$ cat src/rtl/router_pkg.sv
// Shared types and helpers for the router egress scheduler.
// Header byte layout is {len[7:2], addr[1:0]}.
package router_pkg;

    localparam int N_PORTS     = 3;
    localparam int HDR_LEN_W   = 6;
    localparam int HDR_LEN_LSB = 2;

    typedef enum logic {
        IDLE = 1'b0,
        XFER = 1'b1
    } state_e;

    typedef struct packed {
        logic       last;
        logic [7:0] data;
    } skid_t;

    // Returns {found, port}: first requester after ptr, wrapping mod 3.
    function automatic logic [2:0] rr_pick(
        input logic [1:0]         ptr,
        input logic [N_PORTS-1:0] req
    );
        logic [2:0] res;
        logic [1:0] p;
        res = '0;
        p   = ptr;
        for (int i = 0; i < N_PORTS; i++) begin
            p = (p == 2'd2) ? 2'd0 : p + 2'd1;
            if (req[p] && !res[2]) begin
                res = {1'b1, p};
            end
        end
        return res;
    endfunction

endpackage

$ cat src/rtl/router_skid_buf.sv
// Two-entry {data,last} FIFO that presents the egress byte channel.
// Output data is forced to zero while empty.
module router_skid_buf
    import router_pkg::*;
(
    input  logic       i_clk,
    input  logic       i_rst,
    input  logic       i_flush,
    input  logic       i_push,
    input  skid_t      i_push_d,
    input  logic       i_pop,
    output logic [1:0] o_count,
    output logic       o_valid,
    output logic [7:0] o_data,
    output logic       o_last
);

    skid_t      r_mem [2];
    logic       r_rd;
    logic       r_wr;
    logic [1:0] r_cnt;
    skid_t      w_head;

    always_ff @(posedge i_clk) begin
        if (i_rst || i_flush) begin
            r_rd  <= 1'b0;
            r_wr  <= 1'b0;
            r_cnt <= 2'd0;
        end else begin
            if (i_push) begin
                r_mem[r_wr] <= i_push_d;
                r_wr        <= ~r_wr;
            end
            if (i_pop) begin
                r_rd <= ~r_rd;
            end
            r_cnt <= r_cnt + {1'b0, i_push} - {1'b0, i_pop};
        end
    end

    assign w_head  = r_mem[r_rd];
    assign o_count = r_cnt;
    assign o_valid = (r_cnt != 2'd0);
    assign o_data  = o_valid ? w_head.data : 8'h00;
    assign o_last  = o_valid & w_head.last;

endmodule

$ cat src/rtl/router_out_sched.sv
// Packet-granular round-robin drain of three router FIFOs onto one
// egress byte channel, with stall timeout and per-port FIFO purge.
module router_out_sched
    import router_pkg::*;
#(
    parameter int TIMEOUT = 30,
    parameter int LEN_W   = HDR_LEN_W
) (
    input  logic       clock,
    input  logic       reset,
    input  logic [2:0] fifo_empty,
    input  logic [7:0] fifo_data_0,
    input  logic [7:0] fifo_data_1,
    input  logic [7:0] fifo_data_2,
    output logic       read_enb_0,
    output logic       read_enb_1,
    output logic       read_enb_2,
    output logic       soft_reset_0,
    output logic       soft_reset_1,
    output logic       soft_reset_2,
    output logic [7:0] out_data,
    output logic       out_valid,
    output logic       out_last,
    input  logic       out_ready,
    output logic [1:0] out_port,
    output logic       busy
);

    localparam int CNT_W = LEN_W + 1;
    localparam int SC_W  = $clog2(TIMEOUT + 1);

    state_e           r_state;
    logic [1:0]       r_port;
    logic [1:0]       r_ptr;
    logic             r_busy;
    logic             r_hdr_wait;
    logic             r_inflight;
    logic [CNT_W-1:0] r_rd_left;
    logic [CNT_W-1:0] r_ret_left;
    logic [SC_W-1:0]  r_stall;
    logic [2:0]       r_soft;

    logic [7:0]       w_data_sel;
    logic [CNT_W-1:0] w_len1;
    logic [1:0]       w_skid_cnt;
    logic             w_in_xfer;
    logic             w_room;
    logic             w_rd;
    logic             w_fire;
    logic             w_stall;
    logic             w_abort;
    logic             w_done;
    logic             w_push;
    skid_t            w_push_d;
    logic [2:0]       w_pick;

    always_comb begin
        w_data_sel = fifo_data_0;
        case (r_port)
            2'd1:    w_data_sel = fifo_data_1;
            2'd2:    w_data_sel = fifo_data_2;
            default: w_data_sel = fifo_data_0;
        endcase
    end

    assign w_len1    = {1'b0, w_data_sel[HDR_LEN_LSB +: LEN_W]} + CNT_W'(1);
    assign w_in_xfer = (r_state == XFER);
    // Reads in flight reserve skid space so a returning byte always fits.
    assign w_room    = ({1'b0, w_skid_cnt} + {2'b00, r_inflight}) < 3'd2;
    assign w_rd      = w_in_xfer & !fifo_empty[r_port]
                     & (r_rd_left != '0) & w_room;
    assign w_fire    = out_valid & out_ready;
    assign w_stall   = w_in_xfer & out_valid & !out_ready;
    assign w_abort   = w_stall & (r_stall == SC_W'(TIMEOUT - 1));
    assign w_done    = w_in_xfer & w_fire & out_last;
    assign w_push    = w_in_xfer & r_inflight & !w_abort;
    assign w_push_d  = {(!r_hdr_wait && (r_ret_left == CNT_W'(1))),
                        w_data_sel};
    // A port being purged is skipped until its empty flag catches up.
    assign w_pick    = rr_pick(r_ptr, ~fifo_empty & ~r_soft);

    always_ff @(posedge clock) begin
        if (reset) begin
            r_state    <= IDLE;
            r_port     <= 2'd0;
            r_ptr      <= 2'd2;
            r_busy     <= 1'b0;
            r_hdr_wait <= 1'b0;
            r_inflight <= 1'b0;
            r_rd_left  <= '0;
            r_ret_left <= '0;
            r_stall    <= '0;
            r_soft     <= '0;
        end else begin
            r_soft <= '0;
            case (r_state)
                IDLE: begin
                    if (w_pick[2]) begin
                        r_port     <= w_pick[1:0];
                        r_rd_left  <= CNT_W'(1);
                        r_ret_left <= '0;
                        r_hdr_wait <= 1'b1;
                        r_inflight <= 1'b0;
                        r_stall    <= '0;
                        r_busy     <= 1'b1;
                        r_state    <= XFER;
                    end
                end
                XFER: begin
                    r_inflight <= w_rd;
                    if (w_rd) begin
                        r_rd_left <= r_rd_left - CNT_W'(1);
                    end
                    if (w_push) begin
                        if (r_hdr_wait) begin
                            r_hdr_wait <= 1'b0;
                            r_rd_left  <= w_len1;
                            r_ret_left <= w_len1;
                        end else begin
                            r_ret_left <= r_ret_left - CNT_W'(1);
                        end
                    end
                    if (!w_stall) begin
                        r_stall <= '0;
                    end else if (r_stall < SC_W'(TIMEOUT)) begin
                        r_stall <= r_stall + SC_W'(1);
                    end
                    if (w_abort) begin
                        r_soft     <= 3'b001 << r_port;
                        r_ptr      <= r_port;
                        r_busy     <= 1'b0;
                        r_inflight <= 1'b0;
                        r_stall    <= '0;
                        r_state    <= IDLE;
                    end else if (w_done) begin
                        r_ptr   <= r_port;
                        r_busy  <= 1'b0;
                        r_state <= IDLE;
                    end
                end
                default: r_state <= IDLE;
            endcase
        end
    end

    router_skid_buf u_skid (
        .i_clk    (clock),
        .i_rst    (reset),
        .i_flush  (w_abort),
        .i_push   (w_push),
        .i_push_d (w_push_d),
        .i_pop    (w_fire),
        .o_count  (w_skid_cnt),
        .o_valid  (out_valid),
        .o_data   (out_data),
        .o_last   (out_last)
    );

    assign read_enb_0   = w_rd & (r_port == 2'd0);
    assign read_enb_1   = w_rd & (r_port == 2'd1);
    assign read_enb_2   = w_rd & (r_port == 2'd2);
    assign soft_reset_0 = r_soft[0];
    assign soft_reset_1 = r_soft[1];
    assign soft_reset_2 = r_soft[2];
    assign out_port     = r_port;
    assign busy         = r_busy;

endmodule

$ cat config.mk
export PLATFORM = sky130hd
export DESIGN_NAME = router_out_sched
export DESIGN_NICKNAME = d
export VERILOG_FILES = /design/src/rtl/router_pkg.sv /design/src/rtl/router_skid_buf.sv /design/src/rtl/router_out_sched.sv
export SDC_FILE = /design/constraint.sdc
export NUM_CORES = 1
export LEC_CHECK = 0
export ABC_AREA = 0
export CORE_AREA = 3 3 89 91
export CTS_CLUSTER_DIAMETER = 100
export DETAILED_ROUTE_END_ITERATION = 10
export DIE_AREA = 0 0 92 94
export PLACE_DENSITY = 0.69
export SLEW_MARGIN = 25
export SYNTH_ARGS = -nofsm -noshare
export SYNTH_HDL_FRONTEND = slang
export SYNTH_SLANG_ARGS = --single-unit
export TNS_END_PERCENT = 100
$ cat constraint.sdc
create_clock -name clock -period 2.8 [get_ports clock]
set_clock_uncertainty 0.2 [all_clocks]
set_input_delay 0.56 -clock clock [delete_from_list [all_inputs] [get_ports clock]]
set_output_delay 0.56 -clock clock [all_outputs]
set_load 0.02 [all_outputs]
==> flow_summary.html <==
<table>
<tr><th>Metric</th><th>Value</th></tr>
<tr><th colspan="2">Routing</th></tr>
<tr><td>Initial DRC Count</td><td>95</td></tr>
<tr><td>Total iterations of the first detailed-routing run</td><td>4</td></tr>
<tr><td>Avg Vias per Cell</td><td>5.17</td></tr>
<tr><td>Total wire length after detailed routing</td><td>6590 um</td></tr>
<tr><td>Average wire length per cell after detail routing</td><td>13.8 um</td></tr>
<tr><td>Total vias in the final route</td><td>2,470</td></tr>
<tr><td>Number of routed nets with antenna violations</td><td>0</td></tr>
<tr><td>Post-route DRC violation count</td><td>0</td></tr>
<tr><th colspan="2">STA</th></tr>
<tr><td>Final Critical Period</td><td>2.60 ns</td></tr>
<tr><td>Worst-case headroom to the max-slew limit</td><td>50.6%</td></tr>
<tr><td>Final worst slack</td><td>0.199 ns</td></tr>
<tr><td>RSZ-0062 raised after global routing</td><td>no</td></tr>
<tr><td>Actual slew at the worst max-slew pin</td><td>0.739 ns</td></tr>
<tr><td>Count of endpoints failing setup in the final report</td><td>0</td></tr>
<tr><td>Setup tns final</td><td>0 ns</td></tr>
<tr><td>Maximum frequency from static timing analysis</td><td>0.384 GHz</td></tr>
<tr><td>Final Hold Viols</td><td>0</td></tr>
<tr><td>Hold Worst Slack</td><td>0.315 ns</td></tr>
<tr><td>Max Transition Viols Final</td><td>0</td></tr>
<tr><td>Final period utilization</td><td>92.9%</td></tr>
<tr><th colspan="2">GRT</th></tr>
<tr><td>Antenna violations before repair</td><td>0</td></tr>
<tr><td>Total congestion overflow</td><td>0</td></tr>
<tr><td>First-pass GRT wire length</td><td>11,200 um</td></tr>
<tr><td>Number of global-route vias before repair</td><td>2,467</td></tr>
<tr><td>Overall global routing resource usage</td><td>15.9%</td></tr>
<tr><td>Pin count of the biggest net entering global routing</td><td>30</td></tr>
<tr><th colspan="2">Layout</th></tr>
<tr><td>Nets@finish</td><td>420</td></tr>
<tr><td>Layout Area Growth over Synthesis</td><td>29.7%</td></tr>
<tr><td>Fill cell count</td><td>680</td></tr>
<tr><td>Proportion of layout cells with a drive suffix above 1</td><td>12.1%</td></tr>
<tr><td>Fraction of the core area covered by cells at the end of the flow</td><td>51.7%</td></tr>
<tr><td>Antenna diode instance count</td><td>0</td></tr>
<tr><td>Most common library cell in the layout ignoring fill and taps</td><td>clkdlybuf4s50_1</td></tr>
<tr><td>Highest-count cells in the layout ignoring fill and taps</td><td>clkdlybuf4s50_1, nor2_1, dfxtp_1</td></tr>
<tr><th colspan="2">Placed design</th></tr>
<tr><td>Weighted congestion at the end of routability-driven global placement</td><td>0.814</td></tr>
<tr><td>Worst Setup Slack post-DPL</td><td>-0.238 ns</td></tr>
<tr><td>Count of buffers inserted at the top-level ports</td><td>48</td></tr>
<tr><td>Post-DP HPWL</td><td>5120 um</td></tr>
<tr><th colspan="2">CTS</th></tr>
<tr><td>Max Buffers Root-to-Sink</td><td>2</td></tr>
<tr><td>Num CTS Buffers</td><td>5</td></tr>
<tr><td>CTS tree</td><td>done</td></tr>
<tr><td>Clk root buf</td><td>clkbuf_8</td></tr>
<tr><td>Hold_buf cts</td><td>0</td></tr>
<tr><td>Total number of clock tree sinks</td><td>53</td></tr>
<tr><td># H-tree levels</td><td>2</td></tr>
<tr><td>Clock latency at the later pin of the worst-skew pair</td><td>0.31 ns</td></tr>
<tr><td>Clock transition time at the flip-flop clock pins of the worst setup and hold paths</td><td>0.09 ns</td></tr>
<tr><th colspan="2">Yosys</th></tr>
<tr><td>Most frequently used flop master after synthesis</td><td>dfxtp_1</td></tr>
<tr><td>Ys Warns</td><td>0</td></tr>
<tr><td>Number of synthesized flops with an enable pin</td><td>18</td></tr>
<tr><td>Sequential-to-total area share from yosys stat</td><td>43.2%</td></tr>
<tr><td>Net count after synthesis</td><td>353</td></tr>
<tr><td>Average cell area after synthesis</td><td>9.24 um^2</td></tr>
<tr><td>Top cells by area, synth</td><td>dfxtp_1, edfxtp_1, nor2_1, ha_1, mux2i_1</td></tr>
<tr><td>Post-synthesis async set-or-reset flop share</td><td>0%</td></tr>
<tr><td>Top cell type's share of synthesized area</td><td>24.4%</td></tr>
<tr><td>Library cells used by synthesis</td><td>51</td></tr>
<tr><td>Netlist area before placement</td><td>2870 um^2</td></tr>
<tr><td>Cell type with the highest aggregate area in the netlist</td><td>dfxtp_1</td></tr>
<tr><td>Flip-flop and latch count after synthesis</td><td>53</td></tr>
<tr><td>Cells after Synth</td><td>311</td></tr>
<tr><th colspan="2">Job</th></tr>
<tr><td>Maximum capacitance violations</td><td>0</td></tr>
<tr><th colspan="2">Setup path</th></tr>
<tr><td>Signal arrival time at the worst endpoint</td><td>1.84 ns</td></tr>
<tr><td>Worst r2r path cells</td><td>9</td></tr>
<tr><td>Endpoint class of the critical path</td><td>primary output</td></tr>
<tr><td>Required time of the critical path</td><td>2.04 ns</td></tr>
<tr><td>Setup CP Type</td><td>flop to primary output</td></tr>
<tr><td>CP startpoint kind</td><td>flop</td></tr>
<tr><td>Source of the worst register-to-register timing path</td><td>out_port[0]</td></tr>
<tr><td>R2r endpoint</td><td>r_rd_left[2]</td></tr>
<tr><td>Reg-to-reg setup timing slack</td><td>0.25 ns</td></tr>
<tr><td>Largest driver fanout on the critical path</td><td>9</td></tr>
<tr><th colspan="2">Floorplan</th></tr>
<tr><td>Overall die area</td><td>8650 um^2</td></tr>
<tr><td>Starting density of the core</td><td>39.8%</td></tr>
<tr><td>Die span in y</td><td>94 um</td></tr>
<tr><td>Die width</td><td>92 um</td></tr>
<tr><td>Number of ports placed on the die boundary</td><td>49</td></tr>
<tr><td>Placeable core area</td><td>7210 um^2</td></tr>
<tr><td>Core Rows</td><td>31</td></tr>
<tr><th colspan="2">Hold path</th></tr>
<tr><td>Endpoint with the worst hold slack</td><td>r_rd_left[6]</td></tr>
<tr><td>Launch instance of the worst min-delay path</td><td>r_rd_left[6]</td></tr>
<tr><td>HP Class</td><td>flop to flop</td></tr>
<tr><td>Hold depth</td><td>1</td></tr>
<tr><th colspan="2">Outcome</th></tr>
<tr><td>Run status</td><td>complete, no violations</td></tr>
<tr><th colspan="2">Pwr</th></tr>
<tr><td>Peak VDD IR</td><td>0.000280 V</td></tr>
<tr><td>Post-layout power</td><td>2.26 mW</td></tr>
<tr><td>P per Cell Area</td><td>607 nW/um^2</td></tr>
<tr><td>Static leakage</td><td>1.40 nW</td></tr>
</table>
==> layer usage <==
layer | global-route usage [%] | vias up | part of all wire (%)
met5 | 0 | - | 0
met3 | 3.61 | 5 | 4.0
met1 | 19.4 | 1169 | 46
li1 | - | 1254 | -
met2 | 28.3 | 42 | 49
met4 | 3.96 | 0 | 0.87
==> cell type report <==
type | instances | area (um^2) | share of cell area [%]
clock buffers | 5 | 68.8 | 1.85
clock inverters | 3 | 65.1 | 1.74
inverters | 13 | 48.8 | 1.31
multi-input cells | 232 | 1530 | 41.0
flip-flops and latches | 53 | 1240 | 33.3
well taps | 99 | 124 | 3.32
repair buffers | 73 | 653 | 17.5
==> synthesized netlist by cell type (7+ instances only) <==
cell type,instances
a21oi_1,16
a22oi_1,12
clkbuf_1,7
dfxtp_1,35
edfxtp_1,18
ha_1,12
inv_1,13
mux2i_1,11
nand2_1,21
nand3_1,11
nor2_1,43
nor3_1,13
o21ai_0,12
xnor2_1,9
xor2_1,7
==> logic make-up (layout without fill, tap and decap cells) <==
family / after synthesis / in the layout / share of synthesized area [%]
xor gates and xnor gates: 16 / 16 / 4.88
muxes: 12 / 12 / 4.22
DFF: 53 / 53 / 43.2
and+or+nand+nor: 126 / 126 / 23.0
AOI/OAI and AO/OA: 66 / 66 / 15.8
adders and majority gates: 12 / 12 / 5.22
buffers and inverters: 26 / 94 / 3.66
==> worst max-delay path, cell delays in order, from the launching register on <==
cell and delay, ns:
dfxtp_1 0.35, nor2_2 0.34, buf_4 0.25, nor2_1 0.06
clkdlybuf4s50_1 0.54
==> through the flow <==
stage	instances	cell area [um^2]
final	478	3730
after CTS	478	3740
after floorplan	311	2870
after detailed placement	470	3610
after global placement	470	3610
after global routing	478	3730
==> flip-flops by register name, indices dropped and copies added (netlist names), named ones only <==
register	flops
u_skid.r_mem	18
r_ptr	2
r_soft	3
r_stall	5
out_port	2
u_skid.r_wr	1
r_state	1
u_skid.o_count	2
u_skid.r_rd	1
r_ret_left	7
r_rd_left	7
busy	1
r_hdr_wait	1
r_inflight	1
==> where the power goes <==
group	internal, mW	switching (mW)	total [mW]
clock network	0.355	0.252	0.607
logic	0.362	0.409	0.771
registers	0.842	0.0439	0.886
==> repair_timing <==
action                                  4_1_cts  5_1_grt
endpoints found under the hold margin         0        0
endpoints found under the setup margin        3        3
buffers inserted                              0        0
resized for setup                             3        6
==> how the worst max path moves through the flow <==
stage / slack, ns / cells after the start / to / from
final: 0.20 / 4 / out_data[5] / u_skid.o_count[0]
after global routing: 0.03 / 9 / r_rd_left[6] / out_port[0]
after CTS: 0.04 / 6 / read_enb_2 / fifo_empty[1]
after detailed placement: -0.24 / 6 / read_enb_2 / fifo_empty[1]
after global placement: -0.20 / 6 / read_enb_0 / fifo_empty[1]
after floorplan: 0.04 / 10 / r_rd_left[2] / out_port[0]
Note: power is estimated with default switching activity, not from simulation.
